`src/rtl/load_store_unit.sv`:
```
// Load/store unit: accepts one memory op at a time from EX/MEM, checks alignment,
// drives a req/ack data-memory port with timeout, and returns extended load data.
module load_store_unit #(
  parameter int unsigned ADDR_WIDTH     = 32,
  parameter int unsigned TIMEOUT_CYCLES = 16,
  parameter int unsigned CNT_WIDTH      = 5
) (
  input  logic                  clk,
  input  logic                  rst,
  input  logic                  req_valid,
  input  logic                  req_is_load,
  input  logic                  req_is_store,
  input  logic [2:0]            req_funct3,
  input  logic [31:0]           req_addr,
  input  logic [31:0]           req_store_data,
  input  logic [4:0]            req_rd,
  output logic                  busy,
  output logic                  dmem_req,
  output logic                  dmem_we,
  output logic [ADDR_WIDTH-1:0] dmem_addr,
  output logic [3:0]            dmem_be,
  output logic [31:0]           dmem_wdata,
  input  logic [31:0]           dmem_rdata,
  input  logic                  dmem_ack,
  output logic                  resp_valid,
  output logic [31:0]           resp_data,
  output logic [4:0]            resp_rd,
  output logic                  misaligned,
  output logic                  bus_error,
  output logic [31:0]           fault_addr
);

  typedef enum logic {S_IDLE, S_WAIT} state_t;

  localparam bit                 TO_EN    = (TIMEOUT_CYCLES != 0);
  localparam logic [CNT_WIDTH-1:0] CNT_LAST = TO_EN ? CNT_WIDTH'(TIMEOUT_CYCLES - 1) : '0;

  state_t                state_q;
  logic [CNT_WIDTH-1:0]  cnt_q;
  logic                  busy_q, dmem_req_q, dmem_we_q;
  logic [ADDR_WIDTH-1:0] dmem_addr_q;
  logic [3:0]            dmem_be_q;
  logic [31:0]           dmem_wdata_q;
  logic                  resp_valid_q, misaligned_q, bus_error_q;
  logic [31:0]           resp_data_q, fault_addr_q;
  logic [4:0]            resp_rd_q;
  logic                  op_load_q;
  logic [2:0]            f3_q;
  logic [31:0]           addr_q;
  logic [4:0]            rd_q;

  logic        is_load_d, is_store_d, accept_d, misalign_d;
  logic [3:0]  be_d;
  logic [31:0] wdata_d, load_data_d;
  logic [7:0]  byte_d;
  logic [15:0] half_d;

  // Request decode: alignment check and store lane/byte-enable generation.
  always_comb begin
    is_load_d  = req_is_load;
    is_store_d = req_is_store && !req_is_load;
    accept_d   = req_valid && (is_load_d || is_store_d);
    misalign_d = 1'b0;
    be_d       = 4'b1111;
    wdata_d    = '0;
    case (req_funct3[1:0])
      2'b00:   misalign_d = 1'b0;
      2'b01:   misalign_d = req_addr[0];
      default: misalign_d = (req_addr[1:0] != 2'b00);
    endcase
    if (is_store_d) begin
      case (req_funct3[1:0])
        2'b00: begin
          be_d    = 4'b0001 << req_addr[1:0];
          wdata_d = {4{req_store_data[7:0]}};
        end
        2'b01: begin
          be_d    = req_addr[1] ? 4'b1100 : 4'b0011;
          wdata_d = {2{req_store_data[15:0]}};
        end
        default: begin
          be_d    = 4'b1111;
          wdata_d = req_store_data;
        end
      endcase
    end
  end

  // Load data extraction from the returned word using the latched offset and size.
  always_comb begin
    byte_d = '0;
    case (addr_q[1:0])
      2'd0: byte_d = dmem_rdata[7:0];
      2'd1: byte_d = dmem_rdata[15:8];
      2'd2: byte_d = dmem_rdata[23:16];
      2'd3: byte_d = dmem_rdata[31:24];
      default: byte_d = '0;
    endcase
    half_d = addr_q[1] ? dmem_rdata[31:16] : dmem_rdata[15:0];
    case (f3_q)
      3'b000:  load_data_d = {{24{byte_d[7]}}, byte_d};
      3'b100:  load_data_d = {24'b0, byte_d};
      3'b001:  load_data_d = {{16{half_d[15]}}, half_d};
      3'b101:  load_data_d = {16'b0, half_d};
      default: load_data_d = dmem_rdata;
    endcase
  end

  // Access FSM with all outputs registered; fault/response pulses last one cycle.
  always_ff @(posedge clk) begin
    if (rst) begin
      state_q      <= S_IDLE;
      cnt_q        <= '0;
      busy_q       <= 1'b0;
      dmem_req_q   <= 1'b0;
      dmem_we_q    <= 1'b0;
      dmem_addr_q  <= '0;
      dmem_be_q    <= '0;
      dmem_wdata_q <= '0;
      resp_valid_q <= 1'b0;
      resp_data_q  <= '0;
      resp_rd_q    <= '0;
      misaligned_q <= 1'b0;
      bus_error_q  <= 1'b0;
      fault_addr_q <= '0;
      op_load_q    <= 1'b0;
      f3_q         <= '0;
      addr_q       <= '0;
      rd_q         <= '0;
    end else begin
      resp_valid_q <= 1'b0;
      misaligned_q <= 1'b0;
      bus_error_q  <= 1'b0;
      case (state_q)
        S_IDLE: begin
          if (accept_d) begin
            if (misalign_d) begin
              misaligned_q <= 1'b1;
              fault_addr_q <= req_addr;
            end else begin
              state_q      <= S_WAIT;
              cnt_q        <= '0;
              busy_q       <= 1'b1;
              dmem_req_q   <= 1'b1;
              dmem_we_q    <= is_store_d;
              dmem_addr_q  <= {req_addr[ADDR_WIDTH-1:2], 2'b00};
              dmem_be_q    <= be_d;
              dmem_wdata_q <= wdata_d;
              op_load_q    <= is_load_d;
              f3_q         <= req_funct3;
              addr_q       <= req_addr;
              rd_q         <= req_rd;
            end
          end
        end
        S_WAIT: begin
          if (dmem_ack) begin
            state_q      <= S_IDLE;
            busy_q       <= 1'b0;
            dmem_req_q   <= 1'b0;
            dmem_we_q    <= 1'b0;
            resp_valid_q <= 1'b1;
            resp_data_q  <= op_load_q ? load_data_d : '0;
            resp_rd_q    <= op_load_q ? rd_q : '0;
          end else if (TO_EN && (cnt_q == CNT_LAST)) begin
            state_q      <= S_IDLE;
            busy_q       <= 1'b0;
            dmem_req_q   <= 1'b0;
            dmem_we_q    <= 1'b0;
            bus_error_q  <= 1'b1;
            fault_addr_q <= addr_q;
          end else begin
            cnt_q <= cnt_q + CNT_WIDTH'(1);
          end
        end
        default: state_q <= S_IDLE;
      endcase
    end
  end

  assign busy       = busy_q;
  assign dmem_req   = dmem_req_q;
  assign dmem_we    = dmem_we_q;
  assign dmem_addr  = dmem_addr_q;
  assign dmem_be    = dmem_be_q;
  assign dmem_wdata = dmem_wdata_q;
  assign resp_valid = resp_valid_q;
  assign resp_data  = resp_data_q;
  assign resp_rd    = resp_rd_q;
  assign misaligned = misaligned_q;
  assign bus_error  = bus_error_q;
  assign fault_addr = fault_addr_q;

endmodule

```
`config.mk`:
```
export PLATFORM = sky130hd
export DESIGN_NAME = load_store_unit
export DESIGN_NICKNAME = d
export VERILOG_FILES = /design/src/rtl/load_store_unit.sv
export SDC_FILE = /design/constraint.sdc
export NUM_CORES = 1
export LEC_CHECK = 0
export CAP_MARGIN = 20
export CELL_PAD_IN_SITES_DETAIL_PLACEMENT = 0
export CELL_PAD_IN_SITES_GLOBAL_PLACEMENT = 1
export CORE_MARGIN = 8
export CORE_UTILIZATION = 33
export CTS_CLUSTER_SIZE = 24
export DETAILED_ROUTE_END_ITERATION = 10
export PLACE_DENSITY_LB_ADDON = 0.1
export SLEW_MARGIN = 30
export SYNTH_ARGS = -nofsm -noshare
export SYNTH_HDL_FRONTEND = slang
export SYNTH_SLANG_ARGS = --single-unit
```
`constraint.sdc`:
```
create_clock -name clk -period 2.7 [get_ports clk]
set_input_delay 0.54 -clock clk [delete_from_list [all_inputs] [get_ports clk]]
set_output_delay 0.54 -clock clk [all_outputs]
set_load 0.01 [all_outputs]
```
Word-level counts from Yosys, hierarchy flattened
Cells that the tools add are included.

Logic and storage cells: 90. Bits of input ports: 110. Flip-flop bits (word level): 187.

Bitwise operators: 3. $add $sub $neg: 1. Mux-type cells: 37. Eq/ne operators: 15. Reduce and logical (&&, ||, !) cells: 16. Shift-type cells: 1.

Operators with widths (count): two-way mux 32 bit (6); one-hot mux 32 bit (2 select lines) (2); one-hot mux 32 bit (4 select lines) (1); one-hot mux 8 bit (4 select lines) (1); two-way mux 5 bit (5); two-way mux 16 bit (1); two-way mux 1 bit (13); inequality test 2 bit (second input constant) (5); one-hot mux 5 bit (2 select lines) (1); two-way mux 4 bit (2); one-hot mux 1 bit (2 select lines) (4); one-hot mux 4 bit (2 select lines) (1); AND reduction 4 bit (2); == test 3 bit (second input constant) (2); AND reduction 3 bit (2); OR reduction 3 bit (2); adder 5 x 1 -> 5 bit (second input constant) (1); == test 5 x 4 -> 1 bit (second input constant) (1); == test 2 x 1 -> 1 bit (second input constant) (2); == test 2 bit (second input constant) (2); zero test 2 bit (2); << shifter 1 x 2 -> 4 bit (first input constant) (1); == test 3 x 1 -> 1 bit (second input constant) (1); zero test 3 bit (1); other kinds (9) (12).

Logic depth before layout (Yosys ltp)
Depth in word-level cells: 6. Mapped depth: 8. Depth with buffers taken out: 7.

Worst setup path before layout
No wires, ideal clock.

Path kind: register to register. Start point: register cnt_q[0]. End point: register cnt_q[3]. Stages on the path, launching flop included: 8. Data arrival time: 1886 ps. Data required time: 2625 ps. Library setup time: 75 ps. Slack: 739 ps. Clock period less this slack: 1961 ps. Cells stage by stage: dfxtp_1 -> ha_1 -> and3_1 -> ha_1 -> or3b_1 -> clkbuf_1 -> or3_1 -> a31oi_1.

Cells in the longest elaborated chain, start to end: 4.

Ends and longest elaborated chain: from (decl) (line 39) `logic [CNT_WIDTH-1:0] cnt_q;`; from (signal assigned) (line 173) `cnt_q <= cnt_q + CNT_WIDTH'(1);`; adder 5 x 1 -> 5 bit (line 173); two-way mux 5 bit (line 165) `end else if (TO_EN && (cnt_q == CNT_LAST)) begin`; two-way mux 5 bit (line 157) `if (dmem_ack) begin`; one-hot mux 5 bit (2 select lines) (line 134) `case (state_q)`.

Several ways; a longest one is shown, not always the timed one. The select of a mux whose other input is x is not followed. A chain may end at the register's enable or synchronous reset.

Final worst setup path
Start point: input port req_funct3[1]. End point: register dmem_be_q[1], in the netlist dmem_be[1].

Cells in the longest elaborated chain, start to end: 4.

Ends and longest elaborated chain: from (decl) (line 13) `input logic [2:0] req_funct3,`; == test 2 x 1 -> 1 bit / zero test 2 bit (equally long branches) (line 66, 72); one-hot mux 1 bit (2 select lines) (line 66) `case (req_funct3[1:0])`; inverter 1 bit (no source line); AND reduction 3 bit (no source line); to (signal assigned) (line 118) `dmem_be_q <= '0;`; to (signal assigned) (line 147) `dmem_be_q <= be_d;`; to (decl) (line 42) `logic [3:0] dmem_be_q;`.

Several ways; a longest one is shown, not always the timed one.

==> flow_summary.ini <==
[outcome]
status = finished, final reports clean

[drt]
routed_via_density = 4.88
via_count = 6353
wl_mm = 23.0
drt_iter0_drc = 263
detail-route-antenna-nets = 0
dr.pass1.iters = 5
route.detailed.drc = 0
avgRoutedWirePerCell_um = 17.7

[grt]
grt_pass1_wl_mm = 35.7
antenna_found_initial = 1
met3_usage = 0.0629
grt_usage = 0.169
use_met1 = 0.213
busiest_layer = met2
first_global_vias = 6365
overflow = 0
met2_usage = 0.268
grt_max_degree = 69

[clocking]
clkLatencyLatePin_ps = 430
cts_tree = built
postCtsSetupBuffers = 0
hold_buffers = 0
clockBufferDepth = 2
htreeDepth = 4
cts.repair.resized = 0
cts_root_buf = clkbuf_16
path_clk_slew_ps = 60
clock-sinks = 157
cts_inserted_buffers = 17

[cells_and_area]
drive_above_1_share = 0.121
final_area_um2 = 10300
diodes = 0
finalNonFillerCells = 1301
fill_cells = 2059
final_net_count = 1125
area_delta_synth_final_pct = 44.8

[pwr]
power_frac_comb = 0.153
p_leak_uw = 0.00352
p_int_uw = 4370
irDropWorstVdd_mv = 0.332
switchingPower_uw = 1500
clockPowerShare = 0.428
p_per_area_nw_per_um2 = 569
swShare = 0.256
pwr-share-seq = 0.419

[sta]
final.period_utilization = 0.769
rsz0062_at_grt = no
fin_skew_ps = 15.6
setup_viol = 0
fin_setup_tns_ps = 0
post-route-min-period_ps = 2080
finalHoldViolations = 0
worst_slew_pin_slew_ps = 815
relSlewSlack = 0.453
fmax_mhz = 482
final_max_slew_viol_count = 0

[synthesis]
syn_avg_cell_area_um2 = 8.74
synth_edf_count = 0
yosysMostFrequentCell = dfxtp_1
synth_seq_cells = 157
synth_top_cell_by_area = dfxtp_1
yosysSeqAreaShare = 0.441
async_flop_share = 0
synth_area_um2 = 7130
synth.top_cells.by_area = dfxtp_1 44%, nand2_1 7.9%, a21oi_1 6.5%, mux2i_1 6.3%, a211oi_2 4.9%
ys_types = 53
synth_warnings = 0
synthTopCellsByCount = 157 x dfxtp_1, 150 x nand2_1, 93 x a21oi_1
synth_cells = 816
synthDominantCellAreaShare = 0.441
ys.flop_type = dfxtp_1

[floorplan]
die_y_um = 163
die_w_um = 163
fp.dieArea_um2 = 26600
core_um2 = 21200
start_util = 0.337
ioPinCount = 253
rows = 53

[setup_path]
start_kind = input port
crit_arrival_ps = 2380
cp_max_fo = 27
end_kind = register
cp.required_ps = 3010
crit_type = input port to register

[min_path]
hp-class = register to register

[placement]
port_buffers = 250
dp_cells = 1269
place_congestion = 0.775
dp_hpwl_mm = 16.6
dpl_cell_area_um2 = 9710

[flow_run]
maxCapViolCount = 0
[cell families (layout without fill, tap and decap cells)]
group	Yosys count	count (layout)	synth area share
muxes	68	68	0.101
adders and majority gates	2	2	0.00351
DFF	157	157	0.441
AOI/OAI and AO/OA	208	208	0.205
buffers and inverters	110	319	0.0838
and+or+nand+nor	270	270	0.165
other	1	2	0.000526
[sequential cells by signal (all words and copies together), names as in the netlist, 3 cells and up]
register    cells
resp_rd         5
rd_q            5
dmem_be         4
f3_q            3
addr_q         32
resp_data      32
fault_addr     32
dmem_wdata     32
cnt_q           5
[path summary, 6_finish.rpt]
check                                   start          to  slack (ps)  depth (start not counted)
worst max-delay path            req_funct3[1]  dmem_be[1]         620                          6
worst min-delay path               resp_rd[3]  resp_rd[3]         450                          2
worst max register to register       cnt_q[0]    cnt_q[3]         630                          6
worst min register to register     resp_rd[3]  resp_rd[3]         450                          2
[worst max-delay path, cell delays in order]
cell and delay [ps]:
clkdlybuf4s50_1 530, a21oi_2 390, o221a_4 370, buf_12 210, nor2_1 60, a311oi_1 280
[cell usage in the layout, fill, tap and decap left out, types with 2 or more instances in the layout]
cell type        instances
clkdlybuf4s50_1        249
dfxtp_1                156
nand2_1                150
a21oi_1                 93
nand3_1                 46
mux2i_1                 45
nor2_1                  43
o21ai_0                 35
a211oi_2                28
buf_4                   26
mux2_2                  22
clkbuf_16               17
a221o_1                 16
inv_1                    8
nor3b_1                  4
or3_1                    4
a221oi_1                 4
o31ai_1                  4
a22oi_1                  4
a211oi_1                 4
clkinvlp_4               4
buf_12                   4
nor2_2                   3
nand2b_1                 3
a311oi_1                 3
o32ai_1                  3
o22ai_1                  3
bufinv_16                3
nand3b_1                 2
nor2b_1                  2
nor4_1                   2
nor3_1                   2
a31oi_1                  2
ha_1                     2
conb_1                   2
inv_6                    2
clkbuf_8                 2
clkinv_4                 2
[cell type report]
type                    count  area, um2  share of cell area
clock buffers              20        457              0.0442
clock inverters            12        160              0.0155
inverters                   8       30.0             0.00291
multi-input cells         550       3420               0.332
flip-flops and latches    157       3140               0.304
well taps                 275        344              0.0333
repair buffers            279       2770               0.268
[through the flow]
stage	utilization	setup WS [ps]	power, uW	hold slack (ps)
floorplan	-	739	2980	437
global placement	0.459	260	3420	438
detailed placement	0.459	180	3430	445
CTS	0.488	617	5970	452
global route	0.488	457	6130	473
finish	0.488	625	5880	449
[routing by layer]
layer  vias to the layer above  part of all wire  wire length (um)
met3                        17             0.079              1810
met5                         -           0.00057                13
met2                       183              0.46             10600
met1                      2931              0.45             10400
li1                       3220                 -                 -
met4                         2            0.0092               212
[power groups by stage]
stage                     Clock, uW  Combinational, uW  Sequential (uW)
final                          2520                899             2460
after global routing           2680                981             2480
after CTS                      2590                915             2470
after detailed placement          0                910             2520
after global placement            0                908             2520
after floorplan                   0                457             2520
No activity file was read; power rests on OpenSTA's default activity.
